## src/rtl/key_conditioner_pkg.sv

```systemverilog
// Shared definitions for the key conditioner: repeat FSM encoding and
// parameter helper functions used by the top and the per-channel logic.
package key_conditioner_pkg;

  typedef enum logic [1:0] {
    IDLE  = 2'd0,
    DELAY = 2'd1,
    RPT   = 2'd2
  } rpt_state_t;

  function automatic int ms_cyc(input int clk_hz);
    return clk_hz / 1000;
  endfunction

  function automatic int max_int(input int a, input int b);
    return (a > b) ? a : b;
  endfunction

  // Raw pin value of an idle (unpressed) button for the given polarity.
  function automatic logic released_raw(input int active_low);
    return (active_low != 0);
  endfunction

endpackage

```

## src/rtl/key_conditioner_ch.sv

```systemverilog
// One button channel: 2-flop synchroniser, debounce, press/release edge
// detect and hold-to-auto-repeat FSM.
module key_conditioner_ch
  import key_conditioner_pkg::*;
#(
  parameter int DB_CYC     = 4,
  parameter int RD_CYC     = 20,
  parameter int RR_CYC     = 5,
  parameter int ACTIVE_LOW = 1
) (
  input  logic clk,
  input  logic rst,
  input  logic i_raw,
  output logic o_level,
  output logic o_press,
  output logic o_release,
  output logic o_repeat
);

  localparam int DC_W   = $clog2(DB_CYC + 1);
  localparam int RC_W   = $clog2(max_int(RD_CYC, RR_CYC) + 1);
  localparam logic [DC_W-1:0] DC_TERM = DC_W'(DB_CYC - 1);
  localparam logic [RC_W-1:0] RD_TERM = RC_W'((RD_CYC > 0) ? RD_CYC - 1 : 0);
  localparam logic [RC_W-1:0] RR_TERM = RC_W'(RR_CYC - 1);
  localparam logic RAW_IDLE = released_raw(ACTIVE_LOW);

  logic            r_sync1;
  logic            r_sync2;
  logic            w_pressed;
  logic            r_level;
  logic            r_level_d;
  logic            r_press;
  logic            r_release;
  logic [DC_W-1:0] r_dc;
  rpt_state_t      r_state;
  rpt_state_t      w_state_next;
  logic [RC_W-1:0] r_rc;
  logic [RC_W-1:0] w_rc_next;
  logic            w_repeat;

  // Synchroniser idles at the released level so reset never looks like a press.
  always_ff @(posedge clk or posedge rst) begin
    if (rst) begin
      r_sync1 <= RAW_IDLE;
      r_sync2 <= RAW_IDLE;
    end else begin
      r_sync1 <= i_raw;
      r_sync2 <= r_sync1;
    end
  end

  assign w_pressed = r_sync2 ^ RAW_IDLE;

  always_ff @(posedge clk or posedge rst) begin
    if (rst) begin
      r_dc    <= '0;
      r_level <= 1'b0;
    end else if (w_pressed == r_level) begin
      r_dc <= '0;
    end else if (r_dc == DC_TERM) begin
      r_dc    <= '0;
      r_level <= w_pressed;
    end else begin
      r_dc <= r_dc + 1'b1;
    end
  end

  always_ff @(posedge clk or posedge rst) begin
    if (rst) begin
      r_level_d <= 1'b0;
      r_press   <= 1'b0;
      r_release <= 1'b0;
    end else begin
      r_level_d <= r_level;
      r_press   <= r_level & ~r_level_d;
      r_release <= ~r_level & r_level_d;
    end
  end

  always_ff @(posedge clk or posedge rst) begin
    if (rst) begin
      r_state <= IDLE;
      r_rc    <= '0;
    end else begin
      r_state <= w_state_next;
      r_rc    <= w_rc_next;
    end
  end

  // A released key always forces IDLE with no pulse, whatever the state.
  always_comb begin
    w_state_next = r_state;
    w_rc_next    = r_rc;
    w_repeat     = 1'b0;
    if (!r_level) begin
      w_state_next = IDLE;
      w_rc_next    = '0;
    end else begin
      case (r_state)
        IDLE: begin
          if (r_press) begin
            w_repeat     = 1'b1;
            w_rc_next    = '0;
            w_state_next = (RD_CYC == 0) ? RPT : DELAY;
          end
        end
        DELAY: begin
          if (r_rc == RD_TERM) begin
            w_repeat     = 1'b1;
            w_rc_next    = '0;
            w_state_next = RPT;
          end else begin
            w_rc_next = r_rc + 1'b1;
          end
        end
        RPT: begin
          if (r_rc == RR_TERM) begin
            w_repeat  = 1'b1;
            w_rc_next = '0;
          end else begin
            w_rc_next = r_rc + 1'b1;
          end
        end
        default: begin
          w_state_next = IDLE;
          w_rc_next    = '0;
        end
      endcase
    end
  end

  assign o_level   = r_level;
  assign o_press   = r_press;
  assign o_release = r_release;
  assign o_repeat  = w_repeat;

endmodule

```

## src/rtl/key_conditioner.sv

```systemverilog
// Conditions N_KEYS raw buttons into debounced levels, press/release pulses
// and auto-repeat pulses; each channel is an independent copy.
module key_conditioner
  import key_conditioner_pkg::*;
#(
  parameter int N_KEYS          = 4,
  parameter int CLK_HZ          = 50_000_000,
  parameter int DEBOUNCE_MS     = 10,
  parameter int REPEAT_DELAY_MS = 500,
  parameter int REPEAT_RATE_MS  = 100,
  parameter int ACTIVE_LOW      = 1
) (
  input  logic              CLK,
  input  logic              RST,
  input  logic [N_KEYS-1:0] SW,
  output logic [N_KEYS-1:0] KEY_LEVEL,
  output logic [N_KEYS-1:0] KEY_PRESS,
  output logic [N_KEYS-1:0] KEY_RELEASE,
  output logic [N_KEYS-1:0] KEY_REPEAT
);

  localparam int MS_CYC = ms_cyc(CLK_HZ);
  localparam int DB_CYC = DEBOUNCE_MS * MS_CYC;
  localparam int RD_CYC = REPEAT_DELAY_MS * MS_CYC;
  localparam int RR_CYC = REPEAT_RATE_MS * MS_CYC;

  for (genvar g = 0; g < N_KEYS; g++) begin : g_ch
    key_conditioner_ch #(
      .DB_CYC    (DB_CYC),
      .RD_CYC    (RD_CYC),
      .RR_CYC    (RR_CYC),
      .ACTIVE_LOW(ACTIVE_LOW)
    ) u_ch (
      .clk      (CLK),
      .rst      (RST),
      .i_raw    (SW[g]),
      .o_level  (KEY_LEVEL[g]),
      .o_press  (KEY_PRESS[g]),
      .o_release(KEY_RELEASE[g]),
      .o_repeat (KEY_REPEAT[g])
    );
  end

endmodule

```

## config.mk

```make
export PLATFORM = sky130hd
export DESIGN_NAME = key_conditioner
export DESIGN_NICKNAME = d
export VERILOG_FILES = /design/src/rtl/key_conditioner_pkg.sv /design/src/rtl/key_conditioner_ch.sv /design/src/rtl/key_conditioner.sv
export SDC_FILE = /design/constraint.sdc
export NUM_CORES = 1
export LEC_CHECK = 0
export ABC_AREA = 0
export CORE_AREA = 4 4 185 151
export CTS_BUF_LIST = sky130_fd_sc_hd__clkbuf_4 sky130_fd_sc_hd__clkbuf_8
export DETAILED_ROUTE_END_ITERATION = 8
export DIE_AREA = 0 0 189 155
export SLEW_MARGIN = 20
export SYNTH_ARGS = -nofsm -noshare
export SYNTH_HDL_FRONTEND = slang
export SYNTH_HIERARCHICAL = 1
export SYNTH_SLANG_ARGS = --single-unit
```

## constraint.sdc

```tcl
create_clock -name CLK -period 3.35 [get_ports CLK]
set_clock_uncertainty 0.15 [all_clocks]
set_input_delay 0.67 -clock CLK [delete_from_list [all_inputs] [get_ports CLK]]
set_output_delay 0.67 -clock CLK [all_outputs]
set_load 0.02 [all_outputs]
```

==> summary.md <==
| Metric | Value |
|---|---|
| Outcome | completed |
| CTS H-tree depth | 2 |
| Synth top area share | 0.405 |
| Library cells used by synthesis | 56 |
| Clock Latency Late Sink | 0.54 ns |
| Area after DPL | approximately 13000 sq um |
| Syn_area_per_cell | 8.80 sq um |
| Core Region | between 20000 and 30000 sq um |
| Arrival time worst endpoint | roughly 2.5 ns |
| Syn nets | ~1.4k |
| WS Path Type | reg -> out |
| Final Critical Period | 3.29 ns |
| GR Util met3 | 0.0363 |
| Sink Count | approximately 210 |
| Initial Util | 0.474 |
| EDFF count, synth | 0 |
| Global-route met1 utilization | 0.307 |
| Largest family of logic cells by synthesized area | simple AND/OR/NAND/NOR gates |
| Worst-path clk slew | around 0.06 ns |
| Yosys reg bits | between 200 and 250 |
| WL/cell | between 15 and 20 um |
| First-pass GRT wire length | between 40 and 50 mm |
| Final Setup Violations | 0 |
| Worst hold-check path type | reg -> reg |
| Seq pwr share | 0.500 |
| Grt total ovfl | 0 |
| Via count | 10.4k |
| Worst reg-to-reg setup slack | between 0.6 and 0.7 ns |
| Slew HR | 0.415 |
| Ranking of synthesized cells by area | dfrtp_1 (40%), nand2_1 (6.3%), nor2_1 (4.8%) |
| Post-Route WL | roughly 29 mm |
| Post-Synth Simple-Gate Area | 0.300 |
| Top cell type by total area after synthesis | dfrtp_1 |
| IO Port Bufs | 21 |
| Clock root cell | clkbuf_8 |
| ANT cells | 0 |
| Vias per cell | 5.69 |
| DRC Markers | 0 |
| Max Cap Violations | 0 |
| RR Startpoint | g_ch[1].u_ch/r_rc[20] |
| Worst Setup SP | g_ch[3].u_ch/r_rc[10] |
| Post-synthesis cell count | between 1k and 1.5k |
| Final antenna-violating net count | 0 |
| Xor and xnor fraction of the mapped netlist area | 0.0510 |
| Complex-gate fraction of the synthesized area | 0.144 |
| # rows | between 50 and 60 |
| Power Dens Cells | 366 nW/um^2 |
| Count leader, synth | nand2_1 |
| Final nets | roughly 1.5k |
| Main synth FF type | dfrtp_1 |
| RSZ-0062 raised after global routing | yes |
| Worst Setup Start Kind | flop |
| Fin Hold WS | around 0.20 ns |
| Post-synthesis sequential area ratio | 0.422 |
| Worst Setup End Kind | primary output |
| Sw Ratio | 0.226 |
| Router iterations before antenna repair | 5 |
| Initial DRC Count | ~670 |
| Worst VDD drop | 0.000292 V |
| Num CTS Buffers | 37 |
| Synth Warn # | 6 |
| Post-detail-place hpwl | roughly 19 mm |
| Total power | between 0.005 and 0.006 W |
| Initial antenna violation count | 0 |
| Fin crit share | 0.981 |
| Combinational share of power | 0.019 |
| Area Growth Syn to Fin | 12.7% |
| Post-synth top cells | nand2_1 (209), dfrtp_1 (200), nor2_1 (159), nand3_1 (76), nand4_1 (61) |
| Largest net degree at the start of global routing | between 50 and 60 |
| Pleak | roughly 5.9 nW |
| Sw power | between 0.001 and 0.0015 W |
| Internal power | 0.00395 W |
| Share of post-route cells with drive strength above 1 | 0.136 |
| Clock share of power | 0.480 |
| I/O pin count | 22 |
| Vias in the first global route | 9716 |
| Max Root-Sink Buffers | 3 |
| Final instance area | 13900 sq um |
| Slew @ Worst Pin | a little under 0.9 ns |
| Min-delay src | g_ch[1].u_ch/r_sync1 |
| Multiplexer share of the synthesized area | 0.00324 |
| Final GP Congestion | approximately 0.84 |
| Die span in x | around 190 um |
| All-Layer GR Usage | 0.196 |
| Die outline area | 29300 sq um |
| Worst Path Max Fanout | 4 |
| Post-synth ARST share | 1.00 |
| Hold violation total from the final report | 0 |
| Slew Limit Fails | 0 |
| FILL cells | about 2.4k |
| Adder-cell area share of the yosys netlist | 0.0283 |
| CTS tree | done |
| Worst EP required | around 2.5 ns |
| Synthesized area | 12400 sq um |
| Fmax | between 300 and 400 MHz |
| Busiest grt layer | met1 |
| GR Util met2 | 0.279 |
| Die Ht | approximately 160 um |
[worst paths after layout]
kind                                          to  cells past startpoint
min                         g_ch[1].u_ch/r_sync2                      0
min in group asynchronous   g_ch[2].u_ch/r_rc[4]                      2
max in group asynchronous  g_ch[2].u_ch/r_rc[17]                      3
min reg2reg                 g_ch[1].u_ch/r_sync2                      0
max reg2reg                g_ch[1].u_ch/r_rc[12]                      5
max                                KEY_REPEAT[3]                      6
[state kept, by name (all words and copies together), names as in the netlist]
signal	flops
g_ch.u_ch/r_level_d	4
g_ch.u_ch/r_rc	100
g_ch.u_ch/r_state	8
g_ch.u_ch/r_dc	76
g_ch.u_ch/o_press	4
g_ch.u_ch/o_level	4
g_ch.u_ch/o_release	4
g_ch.u_ch/r_sync2	4
g_ch.u_ch/r_sync1	4
[placed cells by master (no fill, tap or decap), types with 27 or more instances in the layout]
cell	instances
and2_1	27
buf_4	70
clkbuf_8	44
dfrtp_1	199
ha_1	28
inv_1	51
nand2_1	209
nand3_1	76
nand4_1	61
nor2_1	152
nor3_1	49
nor4_1	29
o211ai_1	47
o221ai_1	54
xnor2_1	29
xor2_1	43
[critical path, stage by stage, from the launching register on]
cell      delay [ns]
dfrtp_1         0.38
or4b_4          0.56
nor4_4          0.27
buf_4           0.18
nand4_1         0.09
a311oi_1        0.26
buf_2           0.20
[routing by layer]
metal  vias up  share of wire  routed length (um)
met1      4991           0.53               15100
li1       5178              -                   -
met2       202           0.42               11900
met4         0          0.013                 374
met5         -              0                   0
met3        37          0.046                1310
[layout make-up]
| type | count | area, sq um | area share |
|---|---|---|---|
| Inverter | 55 | 206 | 0.0148 |
| Tap cell | 357 | 447 | 0.0321 |
| Clock inverter | 8 | 65.1 | 0.00467 |
| Multi-Input combinational cell | 1056 | 6590 | 0.473 |
| Timing Repair Buffer | 90 | 711 | 0.0510 |
| Sequential cell | 208 | 5220 | 0.375 |
| Clock buffer | 55 | 688 | 0.0494 |
[kinds of logic (layout without fill, tap and decap cells)]
| family | count (synthesis) | count (layout) |
|---|---|---|
| AO/OA/AOI/OAI | 216 | 216 |
| XOR/XNOR | 72 | 72 |
| adder cells (fa/ha/maj) | 28 | 28 |
| buffers and inverters | 140 | 208 |
| flip-flops | 208 | 208 |
| multiplexers | 4 | 4 |
| AND/OR/NAND/NOR | 736 | 736 |
[stage by stage]
step           setup slack (ns)  utilization  setup TNS [ns]  std cells
6_report                 0.0643        0.534               0       1829
3_5_place_dp              0.103        0.503               0       1763
2_1_floorplan             0.416            -               0       1404
4_1_cts                 0.00434        0.531               0       1827
3_3_place_gp              0.112        0.503               0       1763
5_1_grt                 -0.0517        0.534         -0.0729       1829
[power groups by stage]
stage	clock, W	combinational (W)	sequential (W)
final	0.00245	0.0000993	0.00255
after global routing	0.00267	0.000119	0.00255
after floorplan	0	0.0000714	0.00259
after detailed placement	0	0.000105	0.00259
after global placement	0	0.000106	0.00259
after CTS	0.00255	0.000106	0.00255
[repair_timing]
action	in CTS	in global routing
setup endpoints to repair	4	4
cloned	0	0
setup buffers	1	2
gates resized for setup	20	17
pin swaps	4	4
hold buffers	0	0
Power figures use the tool's default switching activity.
